[src/rtl/axi_llc_burst_splitter.sv]
// -----------------------------------------------------------------------------
// axi_llc_burst_splitter
//
// Purpose:
//   Accepts one AXI AW/AR transaction, holds it, and emits one LLC descriptor
//   per cache-line-bounded fragment. Fragments are also capped at MaxDescBeats.
//   Each fragment is decoded on its own against the cached region and the
//   per-way SPM regions. WRAP bursts that do not fit in one line are rejected
//   with SLVERR.
//
// Ports:
//   clk_i, rst_i        clock (rising edge), asynchronous active-high reset
//   ax_chan_i           incoming AW/AR channel payload
//   ax_valid_i/ready_o  input handshake (ready only while idle)
//   desc_o              current fragment descriptor (all zero while idle)
//   desc_valid_o/ready_i output handshake
//   cached_rule_i       cached region [start_addr, end_addr)
//   spm_rule_i          SPM base (start_addr only); way w owns one slice
//   busy_o              a transaction is currently held
// -----------------------------------------------------------------------------
package axi_llc_burst_splitter_pkg;
    localparam int unsigned AddrWidth = 32;
    localparam int unsigned IdWidth   = 4;
    localparam int unsigned NumWays   = 4;

    typedef struct packed {
        logic [IdWidth-1:0]   id;
        logic [AddrWidth-1:0] addr;
        logic [7:0]           len;
        logic [2:0]           size;
        logic [1:0]           burst;
        logic                 lock;
        logic [3:0]           cache;
        logic [2:0]           prot;
    } chan_t;

    typedef struct packed {
        logic [IdWidth-1:0]   a_x_id;
        logic [AddrWidth-1:0] a_x_addr;
        logic [7:0]           a_x_len;
        logic [2:0]           a_x_size;
        logic [1:0]           a_x_burst;
        logic                 a_x_lock;
        logic [3:0]           a_x_cache;
        logic [2:0]           a_x_prot;
        logic [1:0]           x_resp;
        logic                 x_last;
        logic                 rw;
        logic [NumWays-1:0]   way_ind;
        logic                 spm;
    } desc_t;

    typedef struct packed {
        logic [31:0] idx;
        logic [63:0] start_addr;
        logic [63:0] end_addr;
    } rule_t;
endpackage

module axi_llc_burst_splitter
    import axi_llc_burst_splitter_pkg::*;
#(
    parameter int unsigned ByteOffsetLength  = 3,
    parameter int unsigned BlockOffsetLength = 3,
    parameter int unsigned BlockSize         = 64,
    parameter int unsigned NumBlocks         = 8,
    parameter int unsigned NumLines          = 64,
    parameter int unsigned MaxDescBeats      = 256,
    parameter bit          Write             = 1'b0
) (
    input  logic  clk_i,
    input  logic  rst_i,
    input  chan_t ax_chan_i,
    input  logic  ax_valid_i,
    output logic  ax_ready_o,
    output desc_t desc_o,
    output logic  desc_valid_o,
    input  logic  desc_ready_i,
    input  rule_t cached_rule_i,
    input  rule_t spm_rule_i,
    output logic  busy_o
);
    localparam int unsigned A        = AddrWidth;
    localparam int unsigned LineOffW = ByteOffsetLength + BlockOffsetLength;
    localparam logic [63:0] WayBytes = 64'(BlockSize / 8 * NumBlocks * NumLines);

    localparam logic [1:0] BurstFixed = 2'b00;
    localparam logic [1:0] BurstWrap  = 2'b10;
    localparam logic [1:0] RespOkay   = 2'b00;
    localparam logic [1:0] RespSlvErr = 2'b10;

    typedef enum logic {IDLE, SPLIT} state_e;

    state_e      state_q, state_d;
    chan_t       cur_q, cur_d;
    logic [8:0]  rem_q, rem_d;

    // ---------------- fragment geometry ----------------
    logic [A-1:0] line_bytes, line_mask, next_line, line_dist, line_beats_w;
    logic [A-1:0] size_mask, addr_aligned, addr_next;
    logic [8:0]   rem_p1, line_beats_sat, beats, beats_m1;
    logic [31:0]  wrap_bytes;
    logic         wrap_fits;

    assign line_bytes = {{(A-1){1'b0}}, 1'b1} << LineOffW;
    assign line_mask  = line_bytes - 1'b1;
    assign next_line  = (cur_q.addr & ~line_mask) + line_bytes;
    // Distance to the next line boundary is at most L, so this is a small value
    // even when next_line wraps past the top of the address space.
    assign line_dist    = next_line - cur_q.addr;
    assign line_beats_w = ((line_dist - 1'b1) >> cur_q.size) + 1'b1;

    // MaxDescBeats <= 256, so clamping to it also keeps the result in 9 bits.
    assign line_beats_sat = (line_beats_w > A'(MaxDescBeats)) ? 9'(MaxDescBeats)
                                                              : line_beats_w[8:0];
    assign rem_p1   = rem_q + 9'd1;
    assign beats    = (line_beats_sat < rem_p1) ? line_beats_sat : rem_p1;
    assign beats_m1 = beats - 9'd1;

    assign size_mask    = ({{(A-1){1'b0}}, 1'b1} << cur_q.size) - 1'b1;
    assign addr_aligned = cur_q.addr & ~size_mask;
    assign addr_next    = addr_aligned + (A'(beats) << cur_q.size);

    assign wrap_bytes = (32'(cur_q.len) + 32'd1) << cur_q.size;
    assign wrap_fits  = wrap_bytes <= (32'd1 << LineOffW);

    // ---------------- address decode ----------------
    logic [63:0]        addr_ext;
    logic               cached_hit;
    logic [NumWays-1:0] spm_hit, spm_onehot;

    assign addr_ext   = 64'(cur_q.addr);
    assign cached_hit = (addr_ext >= cached_rule_i.start_addr) &&
                        (addr_ext <  cached_rule_i.end_addr);

    generate
        for (genvar gi = 0; gi < NumWays; gi++) begin : g_spm_way
            logic [63:0] way_lo;
            assign way_lo      = spm_rule_i.start_addr + 64'(gi) * WayBytes;
            assign spm_hit[gi] = (addr_ext >= way_lo) && (addr_ext < way_lo + WayBytes);
        end
    endgenerate

    // Ways are disjoint; isolating the lowest set bit only matters if the SPM
    // window wraps around the address space.
    assign spm_onehot = spm_hit & (~spm_hit + 1'b1);

    logic unused_rule_bits;
    assign unused_rule_bits = ^{cached_rule_i.idx, spm_rule_i.idx, spm_rule_i.end_addr};

    // ---------------- fragment descriptor ----------------
    desc_t frag;
    logic  frag_last;

    always_comb begin
        frag           = '0;
        frag.a_x_id    = cur_q.id;
        frag.a_x_addr  = cur_q.addr;
        frag.a_x_size  = cur_q.size;
        frag.a_x_burst = cur_q.burst;
        frag.a_x_lock  = cur_q.lock;
        frag.a_x_cache = cur_q.cache;
        frag.a_x_prot  = cur_q.prot;
        frag.rw        = Write;

        if (cached_hit) begin
            frag.spm     = 1'b0;
            frag.way_ind = '0;
            frag.x_resp  = RespOkay;
        end else if (|spm_hit) begin
            frag.spm     = 1'b1;
            frag.way_ind = spm_onehot;
            frag.x_resp  = RespOkay;
        end else begin
            frag.spm     = 1'b1;
            frag.way_ind = NumWays'(1);
            frag.x_resp  = RespSlvErr;
        end

        case (cur_q.burst)
            BurstFixed: begin
                frag.a_x_len = rem_q[7:0];
                frag_last    = 1'b1;
            end
            BurstWrap: begin
                frag.a_x_len = rem_q[7:0];
                frag_last    = 1'b1;
                // A wrap that spans more than one line cannot be served.
                if (!wrap_fits) begin
                    frag.spm     = 1'b1;
                    frag.way_ind = NumWays'(1);
                    frag.x_resp  = RespSlvErr;
                end
            end
            default: begin
                frag.a_x_len = beats_m1[7:0];
                frag_last    = (beats == rem_p1);
            end
        endcase
        frag.x_last = frag_last;
    end

    // ---------------- FSM ----------------
    always_ff @(posedge clk_i or posedge rst_i) begin
        if (rst_i) begin
            state_q <= IDLE;
            cur_q   <= '0;
            rem_q   <= '0;
        end else begin
            state_q <= state_d;
            cur_q   <= cur_d;
            rem_q   <= rem_d;
        end
    end

    always_comb begin
        state_d      = state_q;
        cur_d        = cur_q;
        rem_d        = rem_q;
        ax_ready_o   = 1'b0;
        desc_valid_o = 1'b0;
        busy_o       = 1'b0;
        desc_o       = '0;
        case (state_q)
            IDLE: begin
                ax_ready_o = 1'b1;
                if (ax_valid_i) begin
                    cur_d   = ax_chan_i;
                    rem_d   = {1'b0, ax_chan_i.len};
                    state_d = SPLIT;
                end
            end
            SPLIT: begin
                desc_valid_o = 1'b1;
                busy_o       = 1'b1;
                desc_o       = frag;
                if (desc_ready_i) begin
                    if (frag_last) begin
                        state_d = IDLE;
                    end else begin
                        cur_d.addr = addr_next;
                        rem_d      = rem_q - beats;
                    end
                end
            end
            default: state_d = IDLE;
        endcase
    end

endmodule

[config.mk]
export PLATFORM = sky130hd
export DESIGN_NAME = axi_llc_burst_splitter
export DESIGN_NICKNAME = d
export VERILOG_FILES = /design/src/rtl/axi_llc_burst_splitter.sv
export SDC_FILE = /design/constraint.sdc
export NUM_CORES = 1
export LEC_CHECK = 0
export ABC_AREA = 1
export CORE_ASPECT_RATIO = 1.25
export CORE_MARGIN = 3
export CORE_UTILIZATION = 50
export CTS_CLUSTER_SIZE = 8
export DETAILED_ROUTE_END_ITERATION = 7
export HOLD_SLACK_MARGIN = 0.1
export MAX_ROUTING_LAYER = met4
export PLACE_DENSITY_LB_ADDON = 0.3
export REMOVE_ABC_BUFFERS = 1
export SYNTH_ARGS = -nofsm -noshare
export SYNTH_HDL_FRONTEND = slang
export SYNTH_SLANG_ARGS = --single-unit
[constraint.sdc]
create_clock -name clk_i -period 15.44 [get_ports clk_i]
set_input_delay 1.544 -clock clk_i [delete_from_list [all_inputs] [get_ports clk_i]]
set_output_delay 1.544 -clock clk_i [all_outputs]
set_load 0.01 [all_outputs]
==> results.toml <==
[status]
result_of_the_run = "complete, no violations"

[finish]
sequential_cell_area_um2 = 1680
finish.net_count = 5151
multi_input_area_um2 = 19440
fillerInstances = 4809
layout-drive-gt1-share_pct = 6.895
finalNonFillerCells = 5165
area_growth_pct = 16.59

[clocking]
cts_sinks = 67
cts_max_level = 3
tritoncts_clock_tree = "yes"
cts.reportedPaths.clkPinSlew_ns = 0.06
cts-root-buf = "sky130_fd_sc_hd__clkbuf_16"
worstSkewPairLatency_ns = 0.36
cts_repair_resize_count = 0
cts_setup_buffers = 0
cts.hold.buffers_added = 0
max-clock-path-buffers = 2
cts_made_buffers = 9

[timing]
finClkSkew_ns = 0.01137
timing.final.crit_period_ns = 9.229
timing_max_transition_violations_final = 0
layout_worst_path_cycle_share_pct = 59.77
setup_tns_ns = 0
setup_repair_after_global_routing_missed_its_margin = "false"
report.final.setup_viol = 0
fmax_mhz = 108.4
worst-slew-pin-transition_ns = 1.206
relative_slew_slack_pct = 19.00
finalHoldViolations = 0
fin_worst_hold_slack_ns = 0.4782

[pwr]
share_seq_of_total_power_pct = 16.5
net-switching-power_mw = 1.780
design_power_total_mw = 3.129
intPower_mw = 1.349
switching_part_of_the_total_pct = 56.88
vdd_drop_max_v = 0.0002603
power_density_normalized_to_cell_area_nw_per_um2 = 113.3
share_clk_of_total_power_pct = 7.9
cellLeakagePower_nw = 13.91
power_frac_comb_pct = 75.6

[synthesis]
yosys_register_bits = 67
dominantRegCellSynth = "sky130_fd_sc_hd__dfrtp_1"
proportion_of_synthesized_flip_flops_having_asynchronous_set_or_reset_pct = 100.0
synth-edff-count = 0
synth-warning-count = 0
synth_sequential_area_ratio_pct = 7.076
average_cell_area_after_synthesis_um2 = 5.544
area_leader_netlist = "sky130_fd_sc_hd__nand2_1"
ys_top_cells_by_count = "sky130_fd_sc_hd__nand2_1 (1404), sky130_fd_sc_hd__inv_1 (513), sky130_fd_sc_hd__nor2_1 (463), sky130_fd_sc_hd__nand3_1 (400), sky130_fd_sc_hd__ha_1 (248)"
synth.lib_cells_used.distinct = 64
synth.top_cells.by_area = "sky130_fd_sc_hd__nand2_1 (22%), sky130_fd_sc_hd__ha_1 (13%), sky130_fd_sc_hd__nand3_1 (8.4%)"
netlist_area_um2 = 23690
synthMostInstantiatedCell = "sky130_fd_sc_hd__nand2_1"
post_synth_inst_count = 4274
yosys.area.top_type_share_pct = 22.24

[global_routing]
grt_max_degree = 68
grt_usage_pct = 39.04
global_route_wire_length_before_repair_um = 150600
initial_antenna_violation_count = 10
grt_remaining_overflow = 0
first_global_vias = 27160

[floorplanning]
initial_core_util_pct = 50.99
i_o_pin_count = 450
core_um2 = 46460
dieArea_um2 = 50050
placement_rows = 88
dieHeight_um = 249.4
fp.dieW_um = 200.7

[hold_path]
hold_path.class = "reg2reg"

[drt]
ant_nets = 0
routed_wl_um = 100600
drt_iter0_drc = 2673
route.detailed.vias_per_inst = 5.757
drt_first_pass_iters = 7
vias = 29730
drc_errors = 0
route.detailed.wl_per_inst_um = 19.49

[placed_design]
dp.final_hpwl_um = 83900
io_buffers = 319
place_congestion = 1.102
number_of_cells_in_the_design_after_placement = 5139

[setup_path]
largest_stage_delay_on_the_critical_path_ns = 0.88
path_buf_inv = 4
cpLargestDelayFamily = "simple AND/OR/NAND/NOR gates"
worst_path_most_repeated_cell = "sky130_fd_sc_hd__nand2_1"
critical_path_required_ns = 13.90
cpMaxStageDelayCell = "sky130_fd_sc_hd__clkdlybuf4s50_1"
critical_path_peak_fanout = 11
critPathLaunchType = "input port"
timing.setup.critical_path_class = "in2out"
critical_path.endpoint_type = "output pin"
worst_ep_arrival_time_ns = 7.69

[job]
maxCapViolations = 0
## state kept, by name, summed over array words and instances, names as in the netlist
register / cells
addr_ext: 32
cur_q: 25
rem_q: 9
state_q: 1
## layout by cell type, fill, tap and decap left out, drive strengths merged, types with 2 or more instances in the layout
cell type and instances:
nand2 1483, nor2 593, inv 553, nand3 409, clkdlybuf4s50 319, ha 248
nand4 162, o21ai 156, a21oi 150, xor2 94, nor3 72, dfrtp 67
nor4 46, a22o 18, nand3b 12, xnor2 11, a211oi 11, diode 10
clkbuf 10, o211ai 9, o22ai 9, o221a 9, nor3b 9, o221ai 8
o2111ai 8, o21a 8, buf 8, clkinv 8, o31ai 5, a31oi 4
conb 4, mux2i 3, a221oi 3, bufinv 3, and2 2, fa 2
or2 2
## metal layers
layer | up-vias | GRT usage, % | routed length (µm)
li1 | 14510 | - | -
met2 | 1510 | 64.83 | 46670
met5 | - | - | 0
met3 | 393 | 5.375 | 8935
met1 | 13320 | 43.86 | 36990
met4 | 0 | 25.83 | 8055
## path summary, 6_finish.rpt
path                       slack [ns]      endpoint      startpoint  depth (start not counted)
setup / recovery                 6.21     desc_o[1]  spm_rule_i[77]                         28
hold / removal                   0.48     cur_q[55]       cur_q[55]                          2
setup reg to reg                 7.52  addr_ext[31]       cur_q[10]                         41
hold reg to reg                  0.48     cur_q[55]       cur_q[55]                          2
max in group asynchronous       12.99       state_q           rst_i                          3
min in group asynchronous        1.77     cur_q[54]           rst_i                          3
## power by group through the flow
stage	clock [mW]	combinational, mW	sequential [mW]
6_report	0.247	2.36	0.518
5_1_grt	0.255	2.66	0.524
4_1_cts	0.248	2.33	0.506
3_5_place_dp	0	2.31	0.509
3_3_place_gp	0	2.27	0.507
2_1_floorplan	0	1.60	0.401
## tightest hold or removal path, delay by kind of cell, from the launching register on
| family | cells | cell delay [ns] |
|---|---|---|
| flip-flops | 1 | 0.34 |
| AND/OR/NAND/NOR | 2 | 0.10 |
## layout make-up
cell class / count / share of cell area [%]
Inverter: 558 / 7.582
Clock inverter: 6 / 0.4076
Tap cell: 630 / 2.854
Sequential cell: 67 / 6.083
Timing Repair Buffer: 327 / 11.78
Clock buffer: 10 / 0.8289
Multi-Input combinational cell: 3557 / 70.38
Antenna cell: 10 / 0.09059
## per-stage QoR
step	setup slack, ns	instance area (µm²)	util (%)
final	6.211	27620	59.45
after floorplan	9.092	23210	-
after global placement	6.426	27260	58.66
after CTS	6.318	27600	59.40
after detailed placement	6.341	27260	58.66
after global routing	5.888	27620	59.45
## kinds of logic (layout without fill, tap and decap cells)
group	after synthesis	in the layout	share of synthesized area (%)
compound gates	402	402	9.833
mux	3	3	0.1267
other cells	1	14	0.01583
fa+ha+maj	250	250	13.27
buf+inv	653	901	10.92
xor+xnor	105	105	4.135
flops	67	67	7.076
simple gates	2793	2793	54.63
No activity file was read; power rests on OpenSTA's default activity.
